## src/rtl/dip_dvp_timing_gen_if.sv

```systemverilog
// Signal bundle between a pixel stream source, the DVP timing generator and a DVP sink.
// master = timing generator side, slave = source/sink side.
interface dip_dvp_timing_gen_if #(
    parameter int DATA_W = 8
);
    // Pixel handshake: a pixel transfers on a rising clock edge where o_pix_ready and
    // i_pix_valid are both high. o_pix_ready never waits on i_pix_valid; a ready cycle
    // without valid data is a missed slot, not a stall.
    logic              i_enable;
    logic [DATA_W-1:0] i_pix_data;
    logic              i_pix_valid;
    logic              o_pix_ready;
    logic              o_dvp_vs;
    logic              o_dvp_hs;
    logic [DATA_W-1:0] o_dvp_data;
    logic              o_frame_start;
    logic              o_frame_done;
    logic              o_underflow;

    modport master (
        input  i_enable, i_pix_data, i_pix_valid,
        output o_pix_ready, o_dvp_vs, o_dvp_hs, o_dvp_data,
        output o_frame_start, o_frame_done, o_underflow
    );

    modport slave (
        output i_enable, i_pix_data, i_pix_valid,
        input  o_pix_ready, o_dvp_vs, o_dvp_hs, o_dvp_data,
        input  o_frame_start, o_frame_done, o_underflow
    );
endinterface

```

## src/rtl/dip_dvp_timing_gen.sv

```systemverilog
// Free-running DVP raster source: walks VFRONT/ACTIVE/VBACK/VGAP phases and pulls one
// pixel per active slot from an upstream stream, flagging missed slots as underflow.
module dip_dvp_timing_gen #(
    parameter int H_ACTIVE = 640,
    parameter int H_BLANK  = 160,
    parameter int V_ACTIVE = 480,
    parameter int V_FRONT  = 2,
    parameter int V_BACK   = 2,
    parameter int VS_GAP   = 16,
    parameter int DATA_W   = 8
) (
    input  logic                  i_clk,
    input  logic                  i_rst_n,
    dip_dvp_timing_gen_if.master  dvp,
    output logic [2:0]            dbg_state
);
    typedef enum logic [2:0] {
        IDLE   = 3'd0,
        VFRONT = 3'd1,
        ACTIVE = 3'd2,
        VBACK  = 3'd3,
        VGAP   = 3'd4
    } state_t;

    localparam logic [15:0] H_ACT_L      = 16'(H_ACTIVE);
    localparam logic [15:0] H_LAST       = 16'(H_ACTIVE + H_BLANK - 1);
    localparam logic [15:0] GAP_LAST     = 16'(VS_GAP - 1);
    localparam logic [15:0] V_FRONT_LAST = 16'(V_FRONT - 1);
    localparam logic [15:0] V_ACT_LAST   = 16'(V_ACTIVE - 1);
    localparam logic [15:0] V_BACK_LAST  = 16'(V_BACK - 1);

    state_t            state, state_n;
    logic [15:0]       h_cnt, h_n;
    logic [15:0]       v_cnt, v_n;
    logic [15:0]       line_last;
    logic              line_end;
    logic              pix_ready;
    logic              vs_n;
    logic              vs_q, hs_q, fs_q, fd_q, uf_q;
    logic [DATA_W-1:0] data_q;

    // Falls through any vertical phase configured with zero lines.
    function automatic state_t enter_phase(input state_t s);
        state_t r;
        r = s;
        if (r == VFRONT && V_FRONT == 0) r = ACTIVE;
        if (r == ACTIVE && V_ACTIVE == 0) r = VBACK;
        if (r == VBACK && V_BACK == 0) r = VGAP;
        return r;
    endfunction

    always_comb begin
        line_last = '0;
        case (state)
            VFRONT:  line_last = V_FRONT_LAST;
            ACTIVE:  line_last = V_ACT_LAST;
            VBACK:   line_last = V_BACK_LAST;
            default: line_last = '0;
        endcase
    end

    always_comb begin
        state_n  = state;
        h_n      = h_cnt;
        v_n      = v_cnt;
        line_end = (h_cnt == H_LAST);
        case (state)
            IDLE: begin
                if (dvp.i_enable) begin
                    state_n = enter_phase(VFRONT);
                    h_n     = '0;
                    v_n     = '0;
                end
            end
            VFRONT, ACTIVE, VBACK: begin
                h_n = line_end ? 16'd0 : h_cnt + 16'd1;
                if (line_end) begin
                    if (v_cnt == line_last) begin
                        v_n = '0;
                        case (state)
                            VFRONT:  state_n = enter_phase(ACTIVE);
                            ACTIVE:  state_n = enter_phase(VBACK);
                            default: state_n = VGAP;
                        endcase
                    end else begin
                        v_n = v_cnt + 16'd1;
                    end
                end
            end
            VGAP: begin
                // h_cnt doubles as the gap cycle counter; enable is only looked at here and in IDLE.
                if (h_cnt == GAP_LAST) begin
                    h_n     = '0;
                    state_n = dvp.i_enable ? enter_phase(VFRONT) : IDLE;
                end else begin
                    h_n = h_cnt + 16'd1;
                end
            end
            default: state_n = IDLE;
        endcase
    end

    assign pix_ready = (state == ACTIVE) && (h_cnt < H_ACT_L);
    assign vs_n      = (state == VFRONT) || (state == ACTIVE) || (state == VBACK);

    always_ff @(posedge i_clk or negedge i_rst_n) begin
        if (!i_rst_n) begin
            state  <= IDLE;
            h_cnt  <= '0;
            v_cnt  <= '0;
            vs_q   <= 1'b0;
            hs_q   <= 1'b0;
            data_q <= '0;
            fs_q   <= 1'b0;
            fd_q   <= 1'b0;
            uf_q   <= 1'b0;
        end else begin
            state  <= state_n;
            h_cnt  <= h_n;
            v_cnt  <= v_n;
            vs_q   <= vs_n;
            hs_q   <= pix_ready;
            data_q <= (pix_ready && dvp.i_pix_valid) ? dvp.i_pix_data : '0;
            fs_q   <= vs_n && !vs_q;
            fd_q   <= !vs_n && vs_q;
            // Frame start wins; the two can never coincide with a pixel slot anyway.
            if (vs_n && !vs_q) begin
                uf_q <= 1'b0;
            end else if (pix_ready && !dvp.i_pix_valid) begin
                uf_q <= 1'b1;
            end
        end
    end

    assign dvp.o_pix_ready   = pix_ready;
    assign dvp.o_dvp_vs      = vs_q;
    assign dvp.o_dvp_hs      = hs_q;
    assign dvp.o_dvp_data    = data_q;
    assign dvp.o_frame_start = fs_q;
    assign dvp.o_frame_done  = fd_q;
    assign dvp.o_underflow   = uf_q;
    assign dbg_state         = state;
endmodule

```

## src/flat_wrapper.sv

```systemverilog
// flat-port wrapper written by rule: the top's interface ports become plain ports
module dip_dvp_timing_gen_flat 
#(
    parameter int H_ACTIVE = 640,
    parameter int H_BLANK  = 160,
    parameter int V_ACTIVE = 480,
    parameter int V_FRONT  = 2,
    parameter int V_BACK   = 2,
    parameter int VS_GAP   = 16,
    parameter int DATA_W   = 8
)
  (i_clk, i_rst_n, dbg_state, dvp_i_enable, dvp_i_pix_data, dvp_i_pix_valid, dvp_o_pix_ready, dvp_o_dvp_vs, dvp_o_dvp_hs, dvp_o_dvp_data, dvp_o_frame_start, dvp_o_frame_done, dvp_o_underflow);
  dip_dvp_timing_gen_if #(.DATA_W(DATA_W)) dvp_i ();
  input  logic i_clk;
  input  logic i_rst_n;
  output logic [2:0] dbg_state;
  input wire logic [$bits(dvp_i.i_enable)-1:0] dvp_i_enable;
  input wire logic [$bits(dvp_i.i_pix_data)-1:0] dvp_i_pix_data;
  input wire logic [$bits(dvp_i.i_pix_valid)-1:0] dvp_i_pix_valid;
  output wire logic [$bits(dvp_i.o_pix_ready)-1:0] dvp_o_pix_ready;
  output wire logic [$bits(dvp_i.o_dvp_vs)-1:0] dvp_o_dvp_vs;
  output wire logic [$bits(dvp_i.o_dvp_hs)-1:0] dvp_o_dvp_hs;
  output wire logic [$bits(dvp_i.o_dvp_data)-1:0] dvp_o_dvp_data;
  output wire logic [$bits(dvp_i.o_frame_start)-1:0] dvp_o_frame_start;
  output wire logic [$bits(dvp_i.o_frame_done)-1:0] dvp_o_frame_done;
  output wire logic [$bits(dvp_i.o_underflow)-1:0] dvp_o_underflow;
  assign dvp_i.i_enable = dvp_i_enable;
  assign dvp_i.i_pix_data = dvp_i_pix_data;
  assign dvp_i.i_pix_valid = dvp_i_pix_valid;
  assign dvp_o_pix_ready = dvp_i.o_pix_ready;
  assign dvp_o_dvp_vs = dvp_i.o_dvp_vs;
  assign dvp_o_dvp_hs = dvp_i.o_dvp_hs;
  assign dvp_o_dvp_data = dvp_i.o_dvp_data;
  assign dvp_o_frame_start = dvp_i.o_frame_start;
  assign dvp_o_frame_done = dvp_i.o_frame_done;
  assign dvp_o_underflow = dvp_i.o_underflow;
  dip_dvp_timing_gen #(.H_ACTIVE(H_ACTIVE), .H_BLANK(H_BLANK), .V_ACTIVE(V_ACTIVE), .V_FRONT(V_FRONT), .V_BACK(V_BACK), .VS_GAP(VS_GAP), .DATA_W(DATA_W)) u_core (.i_clk(i_clk), .i_rst_n(i_rst_n), .dvp(dvp_i), .dbg_state(dbg_state));
endmodule
```

## config.mk

```make
export PLATFORM = sky130hd
export DESIGN_NAME = dip_dvp_timing_gen_flat
export DESIGN_NICKNAME = d
export VERILOG_FILES = /design/src/rtl/dip_dvp_timing_gen_if.sv /design/src/rtl/dip_dvp_timing_gen.sv /design/src/flat_wrapper.sv
export SDC_FILE = /design/constraint.sdc
export NUM_CORES = 1
export LEC_CHECK = 0
export CORE_UTILIZATION = 50
export CTS_BUF_LIST = sky130_fd_sc_hd__clkbuf_4
export DETAILED_ROUTE_END_ITERATION = 12
export PLACE_DENSITY = 0.83
export SKIP_LAST_GASP = 1
export SYNTH_ARGS = -nofsm -noshare
export SYNTH_HDL_FRONTEND = slang
export SYNTH_SLANG_ARGS = --single-unit
```

## constraint.sdc

```tcl
create_clock -name i_clk -period 3.6 [get_ports i_clk]
set_input_delay 0.36 -clock i_clk [delete_from_list [all_inputs] [get_ports i_clk]]
set_output_delay 0.36 -clock i_clk [all_outputs]
set_load 0.05 [all_outputs]
```

==> summary.txt, run 1 <==
critical path class = reg2out
hpwl dp = 3650 um
Post-Syn Area = 0.00262 mm^2
Synth Register Bits = 48
Yosys top cell by area = dfrtp_1
Post-Syn Instances = 285
Worst Tran Pin Value = 1.03 ns
CP max-delay cell = clkdlybuf4s50_1
Flop pwr share = 45.1%
Final setup viols = 0
post-CTS setup buffers = 0
RSZ-0062 raised after global routing = no
Setup Total Neg Slack = 0 ns
R2R Path End = u_core.v_cnt[10]
R2R depth = 6
slew margin rel. = 31.5%
top-count cell post-synth = dfrtp_1
Worst-path clk slew = 0.15 ns
register-to-register setup slack = 1.09 ns
crit path cell chain = nand2b_1 > nor2_1 > nand4_1 > inv_1 > clkdlybuf4s50_1
Async SR Flop Fraction = 100%
row count = 25
Seq/Total Area, Yosys = 45.9%
outcome = complete, no violations
Final Net Count = 321
CTS Root Buffer Type = clkbuf_4
Hold Vio Cnt, Final = 0
Internal = 0.000999 W
Net Count, Synth = 299
Cell Pwr Density = 550 mW/mm^2
IO Pins = 29
CP max FO = 16
routed vias/inst = 5.84
CTS resizes = 0
CTS sink cnt = 48
post-route setup slack = 0.699 ns
Leak = 1.31 nW
initial antenna violation count = 0
Port-buffer cells = 28
Fmax achieved = 0.345 GHz
FF-to-FF Start = u_core.h_cnt[0]
Synth top area share = 45.9%
# diodes = 0
min-delay worst type = in2async
Setup Slack @ Placement = 1.08 ns
DRC = 0
hold buffers post-CTS = 0
wire length of the first global-routing pass = 9150 um
worst ir drop on vdd = 0.000272 V
Die W = 74.3 um
first-pass iteration count of the detailed router = 4
worst clock skew = 0.0126 ns
TritonCTS clock tree = yes
Final ANT Viol Nets = 0
share of layout cells above drive strength 1 = 5.52%
largest net degree at the start of global routing = 49
WP data arrival = 2.54 ns
Max Slew Vio Count = 0
Die Span Y = 74.3 um
Setup crit end kind = output pin
1st-iter DRT viols = 181
most common library cells after synthesis = 48 x dfrtp_1, 23 x o21ai_0, 20 x nand2_1, 20 x nor2_1, 14 x and2_1
largest cells by area after synthesis = dfrtp_1 46%, o21ai_0 4.4%, a22o_1 4.4%
vias in the first global route = 1984
fin util = 61.2%
Syn Area/Cell = 9.18 um^2
CTS max path bufs = 2
P&R area growth vs syn = 14.1%
worst skew pair latency = 0.36 ns
crit path launch = u_core.dbg_state[2]
core area = 0.00488 mm^2
Switching Power = 0.000642 W
number of synthesized flops with an enable pin = 0
CTS Buf Count = 5
fin crit period = 2.90 ns
Post-Route WL = 5310 um
H-tree depth = 2
All-Layer GR Usage = 21.3%
Worst Path Required = 3.24 ns
yosys warns = 0
WL per Instance = 14.2 um
Max Cap Violations = 0
Netlist cell types = 51
starting density of the core = 53.6%
Synth Flop Type = dfrtp_1
combinational power share = 35.2%
Sw Share = 39.1%
gr ovfl total = 0
CP peak stage delay = 0.81 ns
DIE AREA = 0.00552 mm^2
launching element type of the critical path = register
gpl congestion = 0.849
clock share of power = 19.7%
Final period util = 80.6%
via count = 2190
==> metal layers <==
metal / vias to the layer above / GRT usage [%] / share of wire, %
li1: 1086 / - / -
met1: 1034 / 30.7 / 50
met2: 68 / 32.7 / 43
met3: 2 / 5.01 / 6.1
met4: 0 / 5.24 / 0.55
met5: - / 0 / 0
==> cell families (layout without fill, tap and decap cells) <==
logic type / Yosys count / in the layout / synth area share (%)
compound gates: 83 / 83 / 21.3
xor+xnor: 2 / 2 / 0.670
fa+ha+maj: 2 / 2 / 0.957
buf+inv: 26 / 49 / 4.98
flops: 48 / 48 / 45.9
mux: 1 / 1 / 0.431
simple gates: 123 / 123 / 25.7
==> stage by stage <==
step / hold slack [ns] / total power [W] / instances / area, um^2
6_report: 0.149 / 0.00164 / 375 / 2980
5_1_grt: 0.215 / 0.00175 / 375 / 2980
4_1_cts: 0.176 / 0.00166 / 375 / 2980
3_5_place_dp: 0.474 / 0.00133 / 367 / 2900
3_3_place_gp: 0.468 / 0.00131 / 367 / 2900
2_1_floorplan: 0.0644 / 0.00113 / 285 / 2620
==> power by group through the flow <==
stage | registers [W] | logic, W | clock network [W]
CTS | 0.000737 | 0.000585 | 0.000337
finish | 0.000740 | 0.000578 | 0.000324
detailed placement | 0.000748 | 0.000583 | 0
global route | 0.000758 | 0.000633 | 0.000357
floorplan | 0.000878 | 0.000256 | 0
global placement | 0.000743 | 0.000570 | 0
==> placed cells by master (no fill, tap or decap), types with 9 or more instances in the layout <==
cell type and n:
a22o_1 13, and3_1 11, and2_1 14, clkdlybuf4s50_1 27, nor2_1 20, dfrtp_1 48, nand4_1 9, o21ai_0 23
inv_1 10, nor2b_1 9, nor3_1 12, nand2_1 20, a21oi_1 11
==> cell type report <==
cell class	count	area, um^2
Fill cell	417	1900
Clock buffer	5	37.5
Clock inverter	3	46.3
Inverter	11	41.3
Sequential cell	48	1200
Timing Repair Buffer	30	290
Tap cell	67	83.8
Multi-Input combinational cell	211	1280
==> critical path, delay by kind of cell, from the launching register on <==
| kind | cells | cell delay [ns] |
|---|---|---|
| buffers and inverters | 2 | 0.93 |
| AND/OR/NAND/NOR | 3 | 0.69 |
| flip-flops | 1 | 0.56 |
==> registers in the layout, indices dropped and copies added, names as in the netlist <==
| name | cells |
|---|---|
| u_core.dvp.o_frame_done | 1 |
| u_core.dvp.o_dvp_vs | 1 |
| u_core.dvp.o_dvp_data | 8 |
| u_core.dvp.o_frame_start | 1 |
| u_core.dvp.o_underflow | 1 |
| u_core.h_cnt | 16 |
| u_core.dbg_state | 3 |
| u_core.dvp.o_dvp_hs | 1 |
| u_core.v_cnt | 16 |
==> how the worst max path moves through the flow <==
stage          slack [ns]               end  cells past startpoint
6_report             0.70   dvp_o_pix_ready                      5
5_1_grt              0.45   dvp_o_pix_ready                      5
4_1_cts              0.65   dvp_o_pix_ready                      5
3_5_place_dp         1.08   dvp_o_pix_ready                      5
3_3_place_gp         1.17   dvp_o_pix_ready                      5
2_1_floorplan        1.46  u_core.v_cnt[10]                      9
Power figures use the tool's default switching activity.
==> run 2: changes to the inputs <==
Clock period 3.6 ns to 2.85 ns, I/O delays scaled along.
==> run 2 against run 1 <==
Net effect:
- register-to-register slack got worse by 0.56 ns
- non-clock buffer count rose by 6
- cell area increased by 1.6%
- via count increased by 4.3%
- critical endpoint unchanged
- largest cell class unchanged
- largest power group unchanged
==> summary.txt, run 2 (synthesis gave the netlist of run 1 again) <==
hpwl dp = 3920 um
Post-Route WL = 5670 um
worst clock skew = 0.0148 ns
CP max FO = 7
Final period util = 94.5%
Setup Total Neg Slack = 0 ns
Port-buffer cells = 28
CTS Buf Count = 5
1st-iter DRT viols = 193
FF-to-FF Start = u_core.h_cnt[0]
register-to-register setup slack = 0.53 ns
Die W = 74.3 um
min-delay worst type = in2async
starting density of the core = 53.6%
slew margin rel. = 28.0%
TritonCTS clock tree = yes
dpl cell area = 0.00295 mm^2
DRC = 0
DIE AREA = 0.00552 mm^2
R2R Path End = u_core.dbg_state[0]
Worst Path Required = 2.57 ns
Cell Pwr Density = 689 mW/mm^2
WP data arrival = 2.41 ns
vias in the first global route = 2111
wire length of the first global-routing pass = 9610 um
worst skew pair latency = 0.37 ns
fin crit period = 2.69 ns
gr ovfl total = 0
Leak = 1.34 nW
Hold Vio Cnt, Final = 0
Final Net Count = 327
first-pass iteration count of the detailed router = 4
CTS sink cnt = 48
hold buffers post-CTS = 0
All-Layer GR Usage = 22.7%
P&R area growth vs syn = 15.9%
gpl congestion = 0.894
share of layout cells above drive strength 1 = 7.32%
Worst Tran Pin Value = 1.08 ns
Max Cap Violations = 0
CTS max path bufs = 2
most frequent cells in the layout = 48 x dfrtp_1, 27 x clkdlybuf4s50_1, 23 x o21ai_0
H-tree depth = 2
worst ir drop on vdd = 0.000571 V
Die Span Y = 74.3 um
row count = 25
CTS Root Buffer Type = clkbuf_4
CTS resizes = 0
# diodes = 0
outcome = complete, no violations
total power = 0.00209 W
RSZ-0062 raised after global routing = no
critical path class = reg2out
post-CTS setup buffers = 0
Final ANT Viol Nets = 0
via count = 2284
R2R depth = 7
Worst-path clk slew = 0.16 ns
post-route cell area = 0.00303 mm^2
initial antenna violation count = 0
WL per Instance = 14.9 um
core area = 0.00488 mm^2
Setup crit end kind = output pin
largest net degree at the start of global routing = 49
Max Slew Vio Count = 0
Fmax achieved = 0.371 GHz
routed vias/inst = 5.99
commonest non-fill, non-tap cell in the layout = dfrtp_1
IO Pins = 29
Final setup viols = 0
launching element type of the critical path = register
run 2: changes by cell type in the layout (fill, tap and decap cells not counted):
cell / delta
buf_4: +6
clkinv_4: +2
clkinvlp_4: -1
inv_6: -1
run 2: worst max-delay path, cell delays in order (launching register included):
cell             delay (ns)
dfrtp_1                0.46
nor4_1                 0.44
nand4_1                0.23
inv_1                  0.11
clkdlybuf4s50_1        0.80
run 2: per-stage QoR:
stage	setup WS, ns	cells	hold slack (ns)	utilization [%]
2_1_floorplan	0.709	285	-0.0106	-
3_3_place_gp	0.631	373	0.473	60.4
3_5_place_dp	0.574	373	0.484	60.4
4_1_cts	0.150	381	0.114	62.1
5_1_grt	0.0137	381	0.170	62.1
6_report	0.158	381	0.0873	62.1
run 2: final cells by class:
type | count | area [um^2]
clock buffer | 5 | 37.5
clock inverter | 3 | 47.5
fill | 425 | 1850
inverter | 11 | 41.3
multi-input combinational | 211 | 1280
sequential | 48 | 1200
tap | 67 | 83.8
timing repair buffer | 36 | 335
run 2: metal layers:
metal  vias to the layer above  wire length, um  global-route usage (%)
met1                      1092             2720                    32.7
li1                       1103                -                       -
met3                         9              324                    4.88
met4                         0               85                    7.97
met2                        80             2540                    34.0
met5                         -                0                       0
run 2: report_power, final:
part / internal (W) / switching, W / total, W
registers: 0.000809 / 0.000127 / 0.000935
clock network: 0.000188 / 0.000235 / 0.000423
logic: 0.000265 / 0.000465 / 0.000730
total: 0.00126 / 0.000827 / 0.00209
run 2: how the worst max path moves through the flow:
stage,start,end,slack [ns],cells past startpoint
global placement,u_core.h_cnt[0],u_core.dbg_state[0],0.63,7
global route,u_core.h_cnt[11],dvp_o_pix_ready,0.01,4
finish,u_core.h_cnt[10],dvp_o_pix_ready,0.16,4
CTS,u_core.h_cnt[10],dvp_o_pix_ready,0.15,4
detailed placement,u_core.h_cnt[10],dvp_o_pix_ready,0.57,4
floorplan,u_core.dbg_state[0],u_core.v_cnt[10],0.71,9
